[src/rtl/dma_pkg.sv]
// Shared types and constants for the single-channel DMA controller.
package dma_pkg;

  typedef enum logic [1:0] {
    IDLE = 2'd0,
    RD   = 2'd1,
    WR   = 2'd2,
    FIN  = 2'd3
  } dma_state_e;

  // Register index within the 0x06xx window, taken from cpu_addr[3:2]
  localparam logic [1:0] REG_SRC  = 2'd0;
  localparam logic [1:0] REG_DST  = 2'd1;
  localparam logic [1:0] REG_LEN  = 2'd2;
  localparam logic [1:0] REG_CTRL = 2'd3;

  // CTRL write bits
  localparam int unsigned CTRL_START    = 0;
  localparam int unsigned CTRL_DONE_CLR = 1;
  localparam int unsigned CTRL_ABORT    = 3;

  // STATUS read bits
  localparam int unsigned STAT_BUSY    = 0;
  localparam int unsigned STAT_DONE    = 1;
  localparam int unsigned STAT_ABORTED = 2;

endpackage

[src/rtl/dma_ctrl.sv]
// Single-channel word copy engine. Shares the data port with the CPU M stage
// and only uses cycles the CPU leaves idle (cpu_mem_busy low).
//
//   state | meaning
//   IDLE  | waiting for START, bus outputs held at 0
//   RD    | reading word at cur_src, waits for a free bus cycle
//   WR    | writing latched word to cur_dst, waits for a free bus cycle
//   FIN   | one-cycle irq, DONE set unless the transfer was aborted
module dma_ctrl
  import dma_pkg::*;
#(
  parameter int LEN_W = 8
) (
  input  logic        clk,
  input  logic        reset_n,
  input  logic        cs_dma,
  input  logic        cpu_we,
  input  logic [31:0] cpu_addr,
  input  logic [31:0] cpu_wdata,
  output logic [31:0] cpu_rdata,
  input  logic        cpu_mem_busy,
  output logic        dma_req,
  output logic        dma_we,
  output logic [31:0] dma_addr,
  output logic [31:0] dma_wdata,
  input  logic [31:0] dma_rdata,
  output logic        irq
);

  dma_state_e       state_q, state_d;
  logic [31:0]      src_q, src_d, dst_q, dst_d;
  logic [31:0]      cur_src_q, cur_src_d, cur_dst_q, cur_dst_d;
  logic [31:0]      data_q, data_d;
  logic [LEN_W-1:0] len_q, len_d, cnt_q, cnt_d;
  logic             done_q, done_d, aborted_q, aborted_d;

  logic [1:0]  reg_sel;
  logic        reg_wr, ctrl_wr, busy, grant;
  logic        start, abort, done_clr;
  logic [31:0] status;
  logic        unused_addr_bits;

  // Only bits [3:2] select a register; the window decode is done upstream
  assign unused_addr_bits = ^{cpu_addr[31:4], cpu_addr[1:0]};

  assign reg_sel  = cpu_addr[3:2];
  assign reg_wr   = cs_dma & cpu_we;
  assign ctrl_wr  = reg_wr & (reg_sel == REG_CTRL);
  assign busy     = (state_q != IDLE);
  assign grant    = ~cpu_mem_busy;
  assign start    = ctrl_wr & cpu_wdata[CTRL_START] & ~busy;
  assign abort    = ctrl_wr & cpu_wdata[CTRL_ABORT] & ((state_q == RD) | (state_q == WR));
  assign done_clr = ctrl_wr & cpu_wdata[CTRL_DONE_CLR];

  // Status word and combinational register read mux
  always_comb begin
    status               = '0;
    status[STAT_BUSY]    = busy;
    status[STAT_DONE]    = done_q;
    status[STAT_ABORTED] = aborted_q;
    cpu_rdata            = '0;
    case (reg_sel)
      REG_SRC:  cpu_rdata = src_q;
      REG_DST:  cpu_rdata = dst_q;
      REG_LEN:  cpu_rdata = 32'(len_q);
      default:  cpu_rdata = status;
    endcase
  end

  // Register file writes, transfer FSM next state and bus outputs
  always_comb begin
    state_d   = state_q;
    src_d     = src_q;
    dst_d     = dst_q;
    len_d     = len_q;
    cur_src_d = cur_src_q;
    cur_dst_d = cur_dst_q;
    cnt_d     = cnt_q;
    data_d    = data_q;
    aborted_d = aborted_q;
    done_d    = done_q & ~done_clr;
    dma_req   = 1'b0;
    dma_we    = 1'b0;
    dma_addr  = '0;
    dma_wdata = '0;
    irq       = 1'b0;

    if (reg_wr && !busy) begin
      if (reg_sel == REG_SRC) src_d = {cpu_wdata[31:2], 2'b00};
      if (reg_sel == REG_DST) dst_d = {cpu_wdata[31:2], 2'b00};
      if (reg_sel == REG_LEN) len_d = cpu_wdata[LEN_W-1:0];
    end

    case (state_q)
      IDLE: begin
        if (start) begin
          cur_src_d = src_q;
          cur_dst_d = dst_q;
          cnt_d     = len_q;
          aborted_d = 1'b0;
          state_d   = (len_q == '0) ? FIN : RD;
        end
      end
      RD: begin
        dma_req  = grant;
        dma_addr = cur_src_q;
        if (grant) begin
          data_d  = dma_rdata;
          state_d = WR;
        end
        if (abort) begin
          aborted_d = 1'b1;
          state_d   = FIN;
        end
      end
      WR: begin
        dma_req   = grant;
        dma_we    = 1'b1;
        dma_addr  = cur_dst_q;
        dma_wdata = data_q;
        // A granted write on the abort edge still counts as a completed word
        if (grant) begin
          cur_src_d = cur_src_q + 32'd4;
          cur_dst_d = cur_dst_q + 32'd4;
          cnt_d     = cnt_q - LEN_W'(1);
          state_d   = (cnt_q == LEN_W'(1)) ? FIN : RD;
        end
        if (abort) begin
          aborted_d = 1'b1;
          state_d   = FIN;
        end
      end
      default: begin
        irq     = 1'b1;
        if (!aborted_q) done_d = 1'b1;
        state_d = IDLE;
      end
    endcase
  end

  // State and register storage
  always_ff @(posedge clk or negedge reset_n) begin
    if (!reset_n) begin
      state_q   <= IDLE;
      src_q     <= '0;
      dst_q     <= '0;
      len_q     <= '0;
      cur_src_q <= '0;
      cur_dst_q <= '0;
      cnt_q     <= '0;
      data_q    <= '0;
      done_q    <= 1'b0;
      aborted_q <= 1'b0;
    end else begin
      state_q   <= state_d;
      src_q     <= src_d;
      dst_q     <= dst_d;
      len_q     <= len_d;
      cur_src_q <= cur_src_d;
      cur_dst_q <= cur_dst_d;
      cnt_q     <= cnt_d;
      data_q    <= data_d;
      done_q    <= done_d;
      aborted_q <= aborted_d;
    end
  end

endmodule

[config.mk]
export PLATFORM = sky130hd
export DESIGN_NAME = dma_ctrl
export DESIGN_NICKNAME = d
export VERILOG_FILES = /design/src/rtl/dma_pkg.sv /design/src/rtl/dma_ctrl.sv
export SDC_FILE = /design/constraint.sdc
export NUM_CORES = 1
export LEC_CHECK = 0
export CAP_MARGIN = 0
export CORE_MARGIN = 1.5
export CORE_UTILIZATION = 42
export DETAILED_ROUTE_END_ITERATION = 7
export HOLD_SLACK_MARGIN = 0.05
export PLACE_DENSITY = 0.67
export SYNTH_ARGS = -nofsm -noshare
export SYNTH_HDL_FRONTEND = slang
export SYNTH_SLANG_ARGS = --single-unit
[constraint.sdc]
create_clock -name clk -period 2.2 [get_ports clk]
set_input_delay 0.33 -clock clk [delete_from_list [all_inputs] [get_ports clk]]
set_output_delay 0.33 -clock clk [all_outputs]
set_load 0.01 [all_outputs]
Word-level counts from Yosys, hierarchy flattened
Cells that the tools add are included.
- bits in registers: 176
- bits of input ports: 101
- equal/unequal tests: 11
- $add $sub $neg: 3
- bitwise logic cells: 12
- reductions and logical operators: 17
- muxes and demuxes: 28
- operator list (kind ; count):
    32-bit one-hot mux with 2 select lines ; 3
    32-bit two-way mux ; 5
    32-bit one-hot mux with 3 select lines ; 1
    32-bit by 3-bit adder with 32-bit output, second input constant ; 2
    8-bit two-way mux ; 2
    8-bit one-hot mux with 2 select lines ; 1
    2-bit two-way mux ; 7
    3-bit AND reduction ; 3
    1-bit AND ; 8
    8-bit by 1-bit == test with 1-bit output, second input constant ; 1
    8-bit logical NOT ; 1
    2-bit AND reduction ; 4
    8-bit by 1-bit subtractor with 8-bit output, second input constant ; 1
    1-bit two-way mux ; 7
    2-bit == test, second input constant ; 3
    3-bit != test, second input constant ; 2
    2-bit one-hot mux with 3 select lines ; 1
    2-bit nonzero test ; 3
    2-bit by 1-bit == test with 1-bit output, second input constant ; 2
    2-bit logical NOT ; 2
    2-bit != test, second input constant ; 2
    1-bit inverter ; 3
    3-bit OR reduction ; 1
    2-bit by 1-bit != test with 1-bit output, second input constant ; 1
    other kinds (5) ; 5

Logic depth before layout (Yosys ltp)
- depth in word-level cells: 7
- depth in mapped cells: 9
- depth with buffers taken out: 7

Worst setup path before layout
No wires, ideal clock.
- path type: reg-to-output
- start: reg state_q[0]
- end: out dma_addr[15]
- arrival time: 1881 ps
- stages on the path, launching flop included: 8
- path slack: -11 ps
- path buffers: 3
- path through: dfrtp_1 -> inv_1 -> ha_1 -> clkbuf_8 -> clkbuf_1 -> clkbuf_1 -> nand2_1 -> a21boi_0
- longest elaborated chain between the ends: 2
- elaborated cells between the ends (all ways): 3
- RTL lines (item ; line ; RTL):
    start, declared ; dma_ctrl.sv:30 ; dma_state_e state_q, state_d;
    start signal, assigned ; dma_ctrl.sv:155 ; state_q <= state_d;
    2-bit == test or 2-bit by 1-bit == test with 1-bit output (tied branches) ; dma_ctrl.sv:94 ; case (state_q)
    32-bit one-hot mux with 2 select lines * ; dma_ctrl.sv:94 ;
    end, declared ; dma_ctrl.sv:24 ; output logic [31:0] dma_addr,
Mark *: on every way between the ends. The rest lies on a longest branch, timed or not.

Worst setup path in the final report
- start: reg state_q[0]
- end: out dma_addr[5]
The elaborated chain is that of the path after synthesis.

==> impl_metrics.yaml <==
cells_and_area:
  drive_gt1_share_pct: 35.1
  stdcell_count: 1569
  antenna_cells: 0
  fillerInstances: 1847
  syn_to_final_growth_pct: 41.9
  fin_util_pct: 61.1
  fin_nets: 1352
logic_synthesis:
  synthArstFlopShare_pct: 100
  synthCells: 980
  synth_top_area_cell: "dfrtp_1"
  synthTopCellsByCount: "dfrtp_1 (172), mux2_2 (100), nand2_1 (70), a21oi_1 (57), o21ai_0 (55)"
  postSynthAreaPerCell_sq_um: 10.0
  ys.flop_type: "dfrtp_1"
  synth-seq-cells: 172
  synthTopCellsByArea: "dfrtp_1 (44%), mux2_2 (11%), mux2i_1 (3.8%)"
  synth.most_common_cell: "dfrtp_1"
  yosys_warnings: 0
  yosysUniqueCellTypes: 72
  synth_top_area_share_pct: 43.9
  ys_seq_area_share_pct: 43.9
  synth-edff-count: 0
  synthesis.area_sq_mm: 0.00981
sta:
  setup_viol: 24
  finalCritPeriodShare_pct: 104
  rsz0062_at_grt: "yes"
  tns_ns: -0.502
  setup_slack_ns: -0.0873
  finalHoldViolations: 0
  slew_headroom_pct: 60.9
  clock.fmax_ghz: 0.437
  timing.hold.ws_ns: 0.423
  fin_skew_ns: 0.00937
  drv_slew: 0
  worstMarginPinSlew_ns: 0.587
  min_period_ns: 2.29
setup_path:
  crit_type: "flop to primary output"
  arrival_ns: 1.96
  required_ns: 1.87
  path_max_fanout: 5
  setup.worst_path.end_class: "primary output"
  cp-start-kind: "flop"
detailed_routing:
  vias: 9217
  first_iter_violations: 688
  routedWlPerCell_um: 20.6
  drc_errors: 0
  drt_wl_total_um: 32300
  firstDrtPassIters: 5
  via_per_inst: 5.87
  drtAntennaViolNets: 0
power_and_ir_drop:
  seqPwrFrac_pct: 33.5
  comb_power_share_pct: 49.5
  power.density_mw_per_mm2: 1380
  switchingPower_uw: 7410
  power_leakage_uw: 0.00585
  p_sw_share_pct: 38.6
  ir_drop_v: 0.000791
  pwr-share-clk_pct: 17.0
  cell_internal_pwr_uw: 11800
floorplan:
  die-area_sq_mm: 0.0243
  ioPinCount: 200
  start_util_pct: 43.0
  die_x_um: 156
  die-height_um: 156
  num_rows: 55
  core_area_sq_mm: 0.0228
outcome:
  violations: "negative setup slack"
  status: "finished with violations"
place:
  routabilityCongestion: 0.915
  hpwl_um: 21800
  port_buffers: 167
  dp.cells: 1501
clocking:
  clock_latency_ns: 0.44
  cts_tree: "built"
  cts_buffers: 17
  cts_sinks: 172
  clock_path_buffers: 2
  htree_levels: 4
  clkSlewWorstSetupHoldPaths_ns: 0.07
  cts_root_buf: "clkbuf_16"
hold_path:
  hold_class: "input pin to async pin"
grt:
  antenna_found_initial: 0
  grt_pass1_vias: 9149
  gr-total-overflow: 0
  grt_max_degree: 55
  grt_pass1_wl_um: 50500
  grt.total_usage_pct: 26.7
job:
  max_cap_viol_count: 0
==> path summary, 6_finish.rpt <==
check                                  startpoint  cells past startpoint                   endpoint  slack, ns
setup / recovery           state_q[0]$_DFFE_PN0P_                      8                dma_addr[5]      -0.09
hold / removal                            reset_n                      2       len_q[1]$_DFFE_PN0P_       0.42
setup reg to reg           state_q[1]$_DFFE_PN0P_                     11  cur_src_q[30]$_DFFE_PN0P_       0.06
hold reg to reg                  done_q$_DFF_PN0_                      2           done_q$_DFF_PN0_       0.49
max in group asynchronous                 reset_n                      3      dst_q[11]$_DFFE_PN0P_       1.09
min in group clk                    dma_rdata[13]                      2     data_q[13]$_DFFE_PN0P_       0.49
==> stage by stage <==
step / cell area, sq um / total power, uW / setup slack [ns]
6_report: 13900 / 19200 / -0.0873
5_1_grt: 13900 / 20300 / -0.133
4_1_cts: 13600 / 18600 / -0.109
3_5_place_dp: 12600 / 14600 / -0.100
3_3_place_gp: 12600 / 14400 / -0.111
2_1_floorplan: 9810 / 10800 / 0.00667
==> critical path: stages (launching register included) <==
cell and delay (ns):
dfrtp_1 0.40, inv_2 0.09, ha_4 0.23, buf_12 0.13, buf_12 0.13, buf_4 0.14, nand2_2 0.06, a21boi_2 0.17
buf_2 0.16
==> sequential cells by signal (all words and copies together), names as in the netlist <==
| name | cells |
|---|---|
| done_q | 1 |
| cur_src_q | 30 |
| len_q | 8 |
| src_q | 30 |
| state_q | 2 |
| data_q | 32 |
| cnt_q | 8 |
| aborted_q | 1 |
| cur_dst_q | 30 |
| dst_q | 30 |
==> power groups by stage <==
stage | Combinational (uW) | Sequential, uW | Clock (uW)
finish | 9480 | 6420 | 3260
CTS | 8970 | 6350 | 3290
global placement | 8140 | 6280 | 0
global route | 10200 | 6660 | 3420
detailed placement | 8290 | 6340 | 0
floorplan | 5030 | 5770 | 0
==> cell type report <==
type | instances | area [sq um] | area share [%]
well taps | 313 | 392 | 2.81
clock buffers | 18 | 439 | 3.16
flip-flops and latches | 172 | 4300 | 30.9
repair buffers | 316 | 3100 | 22.3
inverters | 15 | 61.3 | 0.441
clock inverters | 14 | 184 | 1.32
multi-input cells | 721 | 5430 | 39.0
==> kinds of logic (layout without fill, tap and decap cells) <==
| kind of cell | Yosys count | in the layout | share of synthesized area, % |
|---|---|---|---|
| AND/OR/NAND/NOR | 314 | 314 | 17.7 |
| AO/OA/AOI/OAI | 259 | 259 | 17.7 |
| flip-flops | 172 | 172 | 43.9 |
| multiplexers | 138 | 138 | 15.5 |
| buffers and inverters | 88 | 363 | 4.08 |
| adder cells (fa/ha/maj) | 8 | 8 | 1.02 |
| other | 1 | 2 | 0.0382 |
==> per-layer routing <==
layer  part of all wire (%)  global-route usage, %
met2                     48                   43.4
met5                      0                      0
met3                    7.8                   5.94
met4                    2.7                   9.43
met1                     42                   35.1
==> placed cells by master (no fill, tap or decap), types with 6 or more instances in the layout <==
cell	synthesis	layout
and4_1	10	10
clkdlybuf4s50_1	0	97
buf_6	2	38
dfrtp_1	172	172
inv_1	15	12
a21boi_2	0	7
o22ai_1	18	17
nand3_1	33	31
a22oi_2	0	17
buf_2	8	37
nor2b_1	29	25
o31ai_1	7	7
o21ai_0	55	54
buf_4	3	109
mux2_2	100	99
nand4_1	22	22
nand2_1	70	63
or3_1	6	6
and2_4	0	28
clkbuf_16	0	19
a21oi_1	57	57
a22oi_1	30	13
buf_12	0	21
and2_1	41	14
nor2_1	50	49
a2bb2oi_1	24	24
and3_1	9	9
a31oi_1	9	9
nor3_1	7	6
nor4_1	10	10
mux2i_1	37	37
==> what timing repair did <==
item	in CTS	in global routing
hold endpoints to repair	48	0
pin swaps	18	22
hold buffers	1	0
setup buffers	19	11
endpoints found under the setup margin	66	105
gates cloned	5	2
resized for setup	341	72
(Power assumes the default switching activity.)
